==> src/rtl/multi_timer.sv <==
// multi_timer: bank of independent programmable cycle timers, one-shot or
// periodic, each with a shadow configuration that loads on start or reload.
module multi_timer #(
  parameter int  CHANNELS      = 4,
  parameter int  WIDTH         = 3,
  parameter int  DEFAULT_LIMIT = 2,
  localparam int CW            = (CHANNELS > 1) ? $clog2(CHANNELS) : 1
) (
  input  logic                clk,
  input  logic                rstN,
  input  logic                tickEn,
  input  logic [CHANNELS-1:0] start,
  input  logic [CHANNELS-1:0] clrTimer,
  input  logic                wrEn,
  input  logic [CW-1:0]       wrChan,
  input  logic [WIDTH-1:0]    wrLimit,
  input  logic                wrPeriodic,
  output logic [CHANNELS-1:0] timerDone,
  output logic [CHANNELS-1:0] busy,
  output logic [CHANNELS-1:0] expired
);

  typedef enum logic [1:0] {
    IDLE = 2'd0,
    RUN  = 2'd1,
    HOLD = 2'd2
  } state_t;

  typedef struct packed {
    logic [WIDTH-1:0] limit;
    logic             periodic;
  } cfg_t;

  localparam cfg_t RESET_CFG = '{limit: WIDTH'(DEFAULT_LIMIT), periodic: 1'b0};

  state_t           state_q  [CHANNELS];
  state_t           state_d  [CHANNELS];
  logic [WIDTH-1:0] cycles_q [CHANNELS];
  logic [WIDTH-1:0] cycles_d [CHANNELS];
  cfg_t             active_q [CHANNELS];
  cfg_t             active_d [CHANNELS];
  cfg_t             shadow_q [CHANNELS];
  cfg_t             shadow_d [CHANNELS];

  logic [CHANNELS-1:0] wr_hit;
  logic [CHANNELS-1:0] terminal;
  cfg_t                wr_cfg;

  assign wr_cfg = '{limit: wrLimit, periodic: wrPeriodic};

  // Addresses at or beyond CHANNELS match no channel, so such writes fall away.
  always_comb begin
    wr_hit = '0;
    for (int i = 0; i < CHANNELS; i++)
      wr_hit[i] = wrEn && (wrChan == CW'(i));
  end

  always_comb begin
    terminal = '0;
    for (int i = 0; i < CHANNELS; i++)
      terminal[i] = (state_q[i] == RUN) && (cycles_q[i] == active_q[i].limit) &&
                    tickEn && !clrTimer[i];
  end

  // NOTE: every target gets its hold value before any branch; a path that
  // skips an assignment in always_comb would otherwise infer a latch.
  always_comb begin
    for (int i = 0; i < CHANNELS; i++) begin
      state_d[i]  = state_q[i];
      cycles_d[i] = cycles_q[i];
      active_d[i] = active_q[i];
      // A write landing with a start or reload is what gets loaded.
      shadow_d[i] = wr_hit[i] ? wr_cfg : shadow_q[i];

      if (clrTimer[i]) begin
        state_d[i]  = IDLE;
        cycles_d[i] = '0;
      end else if (start[i]) begin
        state_d[i]  = RUN;
        cycles_d[i] = '0;
        active_d[i] = shadow_d[i];
      end else if (terminal[i]) begin
        cycles_d[i] = '0;
        if (active_q[i].periodic) active_d[i] = shadow_d[i];
        else                      state_d[i]  = HOLD;
      end else if ((state_q[i] == RUN) && tickEn) begin
        cycles_d[i] = cycles_q[i] + WIDTH'(1);
      end
    end
  end

  // NOTE: state registers use non-blocking assignments so every channel sees
  // the pre-edge values of all registers, independent of statement order.
  // The per-channel arrays are small flop banks, not RAM, so they take reset.
  always_ff @(posedge clk or negedge rstN) begin
    if (!rstN) begin
      for (int i = 0; i < CHANNELS; i++) begin
        state_q[i]  <= IDLE;
        cycles_q[i] <= '0;
        active_q[i] <= RESET_CFG;
        shadow_q[i] <= RESET_CFG;
      end
    end else begin
      for (int i = 0; i < CHANNELS; i++) begin
        state_q[i]  <= state_d[i];
        cycles_q[i] <= cycles_d[i];
        active_q[i] <= active_d[i];
        shadow_q[i] <= shadow_d[i];
      end
    end
  end

  always_comb begin
    busy    = '0;
    expired = '0;
    for (int i = 0; i < CHANNELS; i++) begin
      busy[i]    = (state_q[i] == RUN);
      expired[i] = (state_q[i] == HOLD);
    end
  end

  assign timerDone = terminal;

endmodule

==> config.mk <==
export PLATFORM = sky130hd
export DESIGN_NAME = multi_timer
export DESIGN_NICKNAME = d
export VERILOG_FILES = /design/src/rtl/multi_timer.sv
export SDC_FILE = /design/constraint.sdc
export NUM_CORES = 1
export LEC_CHECK = 0
export ABC_AREA = 1
export CORE_UTILIZATION = 30
export CTS_CLUSTER_DIAMETER = 80
export DETAILED_ROUTE_END_ITERATION = 10
export DONT_BUFFER_PORTS = 1
export GPL_TIMING_DRIVEN = 0
export MAX_ROUTING_LAYER = met4
export SETUP_SLACK_MARGIN = 0.2
export SYNTH_ARGS = -nofsm -noshare
export SYNTH_HDL_FRONTEND = slang
export SYNTH_SLANG_ARGS = --single-unit
==> constraint.sdc <==
create_clock -name clk -period 2.2 [get_ports clk]
set_input_delay 0.22 -clock clk [delete_from_list [all_inputs] [get_ports clk]]
set_output_delay 0.22 -clock clk [all_outputs]
set_load 0.03 [all_outputs]
# Word level (Yosys, flattened, before mapping)
# Cells that the tools add are included.
[word_totals]
ff_bits = 52
inputBits = 18
[op_classes]
addsub = 4
n_eq_ne = 19
n_mux = 48
n_bitwise = 4
reduce_logical = 53
[ops]
columns = ["cell", "n"]
rows = [
  ["$mux 4", 16],
  ["$mux 3", 16],
  ["$mux 2", 16],
  ["$logic_and 1x1->1", 20],
  ["$reduce_and 2->1", 8],
  ["$reduce_bool 2->1", 8],
  ["$reduce_bool 4->1", 4],
  ["$add 3x1->3 const B", 4],
  ["$eq 2x2->1 const B", 6],
  ["$eq 3x3->1", 4],
  ["$ne 3x3->1 const B", 4],
  ["$reduce_and 3->1", 4],
  ["$reduce_bool 3->1", 4],
  ["$eq 2x1->1 const B", 5],
  ["$logic_not 1->1", 4],
  ["$not 1->1", 4],
  ["$logic_not 2->1", 1],
]

# Depth between registers and ports, before layout
[depth]
depth_word = 7
ltp_mapped = 9
mapped_depth_nobuf = 9

# Least setup slack after synthesis
# Ideal clock, no wire load.
[synth_timing]
path_kind = "register to output"
from = "reg state_q[7] (netlist name)"
to = "out timerDone[0]"
arrival_time_ns = 1.176
t_required_ns = 1.980
setup_slack_ns = 0.804
path_stages_with_launch = 6
n_path_buf = 0
cell_sequence = "dfrtp_1 -> nor2_4 -> nand2_2 -> nor2_2 -> nand2_2 -> inv_1"
[synth_between]
elab_chain_len = 4
[synth_rtl]
columns = ["element", "line_no", "rtl"]
rows = [
  ["start: declaration", "36", "state_t state_q [CHANNELS];"],
  ["start signal: indexed assignment", "105", "state_q[i] <= state_d[i];"],
  ["$eq 2x1->1", "--", ""],
  ["named net busy[0]", "19", "output logic [CHANNELS-1:0] busy,"],
  ["$logic_and 1x1->1 (2 in series)", "61", "terminal[i] = (state_q[i] == RUN) && (cycles_q[i] == active_q[i].limit) &&"],
  ["$logic_and 1x1->1", "62", "tickEn && !clrTimer[i];"],
  ["end: declaration", "18", "output logic [CHANNELS-1:0] timerDone,"],
]
# The timed path passes the listed nets, and every way through them passes these cells.

# Final worst setup path
# Ends and elaborated chain as after synthesis.

==> run summary <==
========================================================================================
Result of the run                                                           complete, but fails checks
Violations in the final reports                                                      DRC
Worst skew pair latency                                                          0.31 ns
DRC marker count from the first detailed-route iteration                              95
Net count of the mapped netlist                                                      377
Critical-path cell list                                                     nor2_4 -> nand2_2 -> nor2_2 -> nand2_2 -> inv_1
Die outline area                                                                9540 µm²
Number of register bits inferred by synthesis                                         52
Count of input and output buffers                                                      0
Standard-cell rows                                                                    34
Via count of the first global-routing pass                                          2127
Slew Limit Headroom                                                                0.593
Most frequent cells in the layout                                           93 x sky130_fd_sc_hd__nand2_1, 71 x sky130_fd_sc_hd__inv_1, 44 x sky130_fd_sc_hd__dfrtp_1
Setup-failing EPs final                                                                0
Max clock buf depth                                                                    2
GPL Wtd Cong                                                                       0.798
Depth of the CTS H-tree                                                                2
# placed instances                                                                   463
Sum of negative setup slack                                                         0 ns
Vertical die dimension                                                           97.7 µm
ANT nets after route                                                                   0
Initial antenna violation count                                                        0
Kind of cell adding the most delay to the critical path                     simple AND/OR/NAND/NOR gates
Syn-to-layout area delta                                                           9.62%
Wire per inst                                                                    10.6 µm
Max-capacitance violation count                                                        0
Total half-perimeter wirelength after legalization and detailed placement        3800 µm
Highest Clock Rate                                                               557 MHz
Maximum fanout encountered on the critical timing path                                 4
Post-layout nets                                                                     386
Overflow left after global routing                                                     0
Antenna diode count                                                                    0
Power per Cell Area                                                           801 nW/µm²
Boundary pin count                                                                    30
Fin Clk Skew                                                                  0.00578 ns
Portion of total power attributed to the clock network                             0.235
Via count                                                                           2074
Syn Std Cell Area                                                               2750 µm²
Busiest metal layer after global routing                                            met2
Period utilization                                                                 0.816
Kind of start point of the critical path                                       flip-flop
Net Sw Power                                                                      824 µW
Post CTS Setup Buffer Count                                                            0
Total iterations of the first detailed-routing run                                     7
Crit end category                                                            output port
CTS tree                                                                           built
Total number of clock tree sinks                                                      52
Met3 usage                                                                        0.0417
Class of the most critical hold timing path                                 input pin to flip-flop
Class of the most critical setup path                                       flip-flop to output port
Pin count of the biggest net entering global routing                                  53
Via density                                                                         4.38
Data arrival time of the critical path                                           1.57 ns
Number of buffers inserted during clock tree synthesis                                 5
Detailed Route WL                                                                5010 µm
Number of synthesis warnings                                                           0
Grt met1 use                                                                       0.151
Crit-path most repeated cell                                                sky130_fd_sc_hd__nand2_2
First-pass GRT wire length                                                       9160 µm
Area of the core                                                                8810 µm²
Worst vdd rail ir drop                                                            316 µV
Combinational share of power                                                       0.249
Buffers plus inverters on the worst setup path                                         1
Fraction of layout cells with a size suffix above 1                                0.121
Data required, critical path                                                     1.98 ns
Initial standard-cell utilization of the core                                      0.312
CTS root buf                                                                sky130_fd_sc_hd__clkbuf_8
CP peak stage delay                                                              0.42 ns
Final hold vios                                                                        0
Floorplan die width                                                              97.7 µm
Sequential share of power                                                          0.516
Global routing usage on met2                                                       0.187
Final critical-path required period                                              1.79 ns
Leakage power                                                                 0.00161 µW
Unique masters post-synth                                                             23
Net Sw Frac                                                                        0.342
Number of gates given a new drive strength after cts                                   0
Global-route total usage across every layer                                        0.123
Post-detailed-route DRC marker count                                                   6
# hold bufs at CTS                                                                     2
Cell internal power dissipation                                                  1590 µW
Mapped Avg Cell Area                                                            7.73 µm²
Instance count of the mapped netlist                                                 355
Worst Max-Slew Pin Slew                                                         0.608 ns
RSZ-0062 raised after global routing                                               false
Clock slew at the register clock pins of the worst setup and hold paths          0.10 ns
Filler Cells Inserted                                                                915
Slowest cell on the critical path                                           sky130_fd_sc_hd__dfrtp_1
Share of synthesized area occupied by flip-flops and latches                       0.478
Non-filler instance count after layout                                               473
Final count of pins violating max slew                                                 0
Most common cell after layout, fill and taps aside                          sky130_fd_sc_hd__nand2_1
========================================================================================
-- flip-flops by register name, indices dropped and copies added, names as in the netlist --
name / cells
cycles_q: 12
state_q: 8
shadow_q: 16
active_q: 16
-- metal layers --
metal | up-vias | routed length [µm]
li1 | 1095 | -
met5 | - | 0
met1 | 943 | 2470
met2 | 27 | 2160
met3 | 9 | 296
met4 | 0 | 79
-- final cells by class --
class                   instances  area [µm²]  share of cell area
flip-flops and latches         52        1310               0.436
clock buffers                   5        68.8              0.0229
well taps                     108         135              0.0449
multi-input cells             228        1150               0.383
clock inverters                 3        22.5             0.00748
repair buffers                  2        37.5              0.0125
inverters                      75         282              0.0936
-- cell families after synthesis --
| family | share of synthesized area |
|---|---|
| XOR/XNOR | 0.0287 |
| adder cells (fa/ha/maj) | 0.0182 |
| AO/OA/AOI/OAI | 0.0675 |
| flip-flops | 0.478 |
| AND/OR/NAND/NOR | 0.305 |
| buffers and inverters | 0.103 |
-- power by group through the flow --
stage / combinational [µW] / clock, µW / sequential [µW]
after floorplan: 495 / 0 / 1240
after global placement: 560 / 0 / 1260
after detailed placement: 579 / 0 / 1260
after CTS: 609 / 594 / 1250
after global routing: 721 / 619 / 1270
final: 600 / 566 / 1240
-- metrics by stage --
stage	instance area, µm²	total power (µW)	hold WS, ns	setup WS, ns	util
floorplan	2750	1730	-0.0756	0.804	-
global placement	2880	1820	-0.0740	0.730	0.327
detailed placement	2880	1840	-0.0744	0.714	0.327
CTS	3010	2450	0.0681	0.376	0.342
global route	3010	2610	0.0766	0.289	0.342
finish	3010	2410	0.0796	0.406	0.342
-- path summary, 6_finish.rpt --
check,depth (start not counted),endpoint,startpoint,slack (ns)
max in group asynchronous,2,active_q[2],rstN,1.47
worst min-delay path,2,state_q[4],start[1],0.08
worst max register to register,6,cycles_q[4],state_q[2],0.70
worst min register to register,2,active_q[14],active_q[14],0.47
min in group asynchronous,2,cycles_q[11],rstN,0.44
worst max-delay path,5,timerDone[0],state_q[7],0.41
-- cell usage after synthesis (all sizes together) --
master  instances  area (µm²)
a21boi          5        37.5
a21oi           4        20.0
dfrtp          44        1100
dfstp           8         210
ha              4        50.1
inv            75         282
nand2         106         450
nand3          32         178
nor2           44         210
o21a            2        15.0
o21ai          20         100
o22ai           2        12.5
xnor2           1        8.76
xor2            8        70.1
No activity file was read; power rests on OpenSTA's default activity.
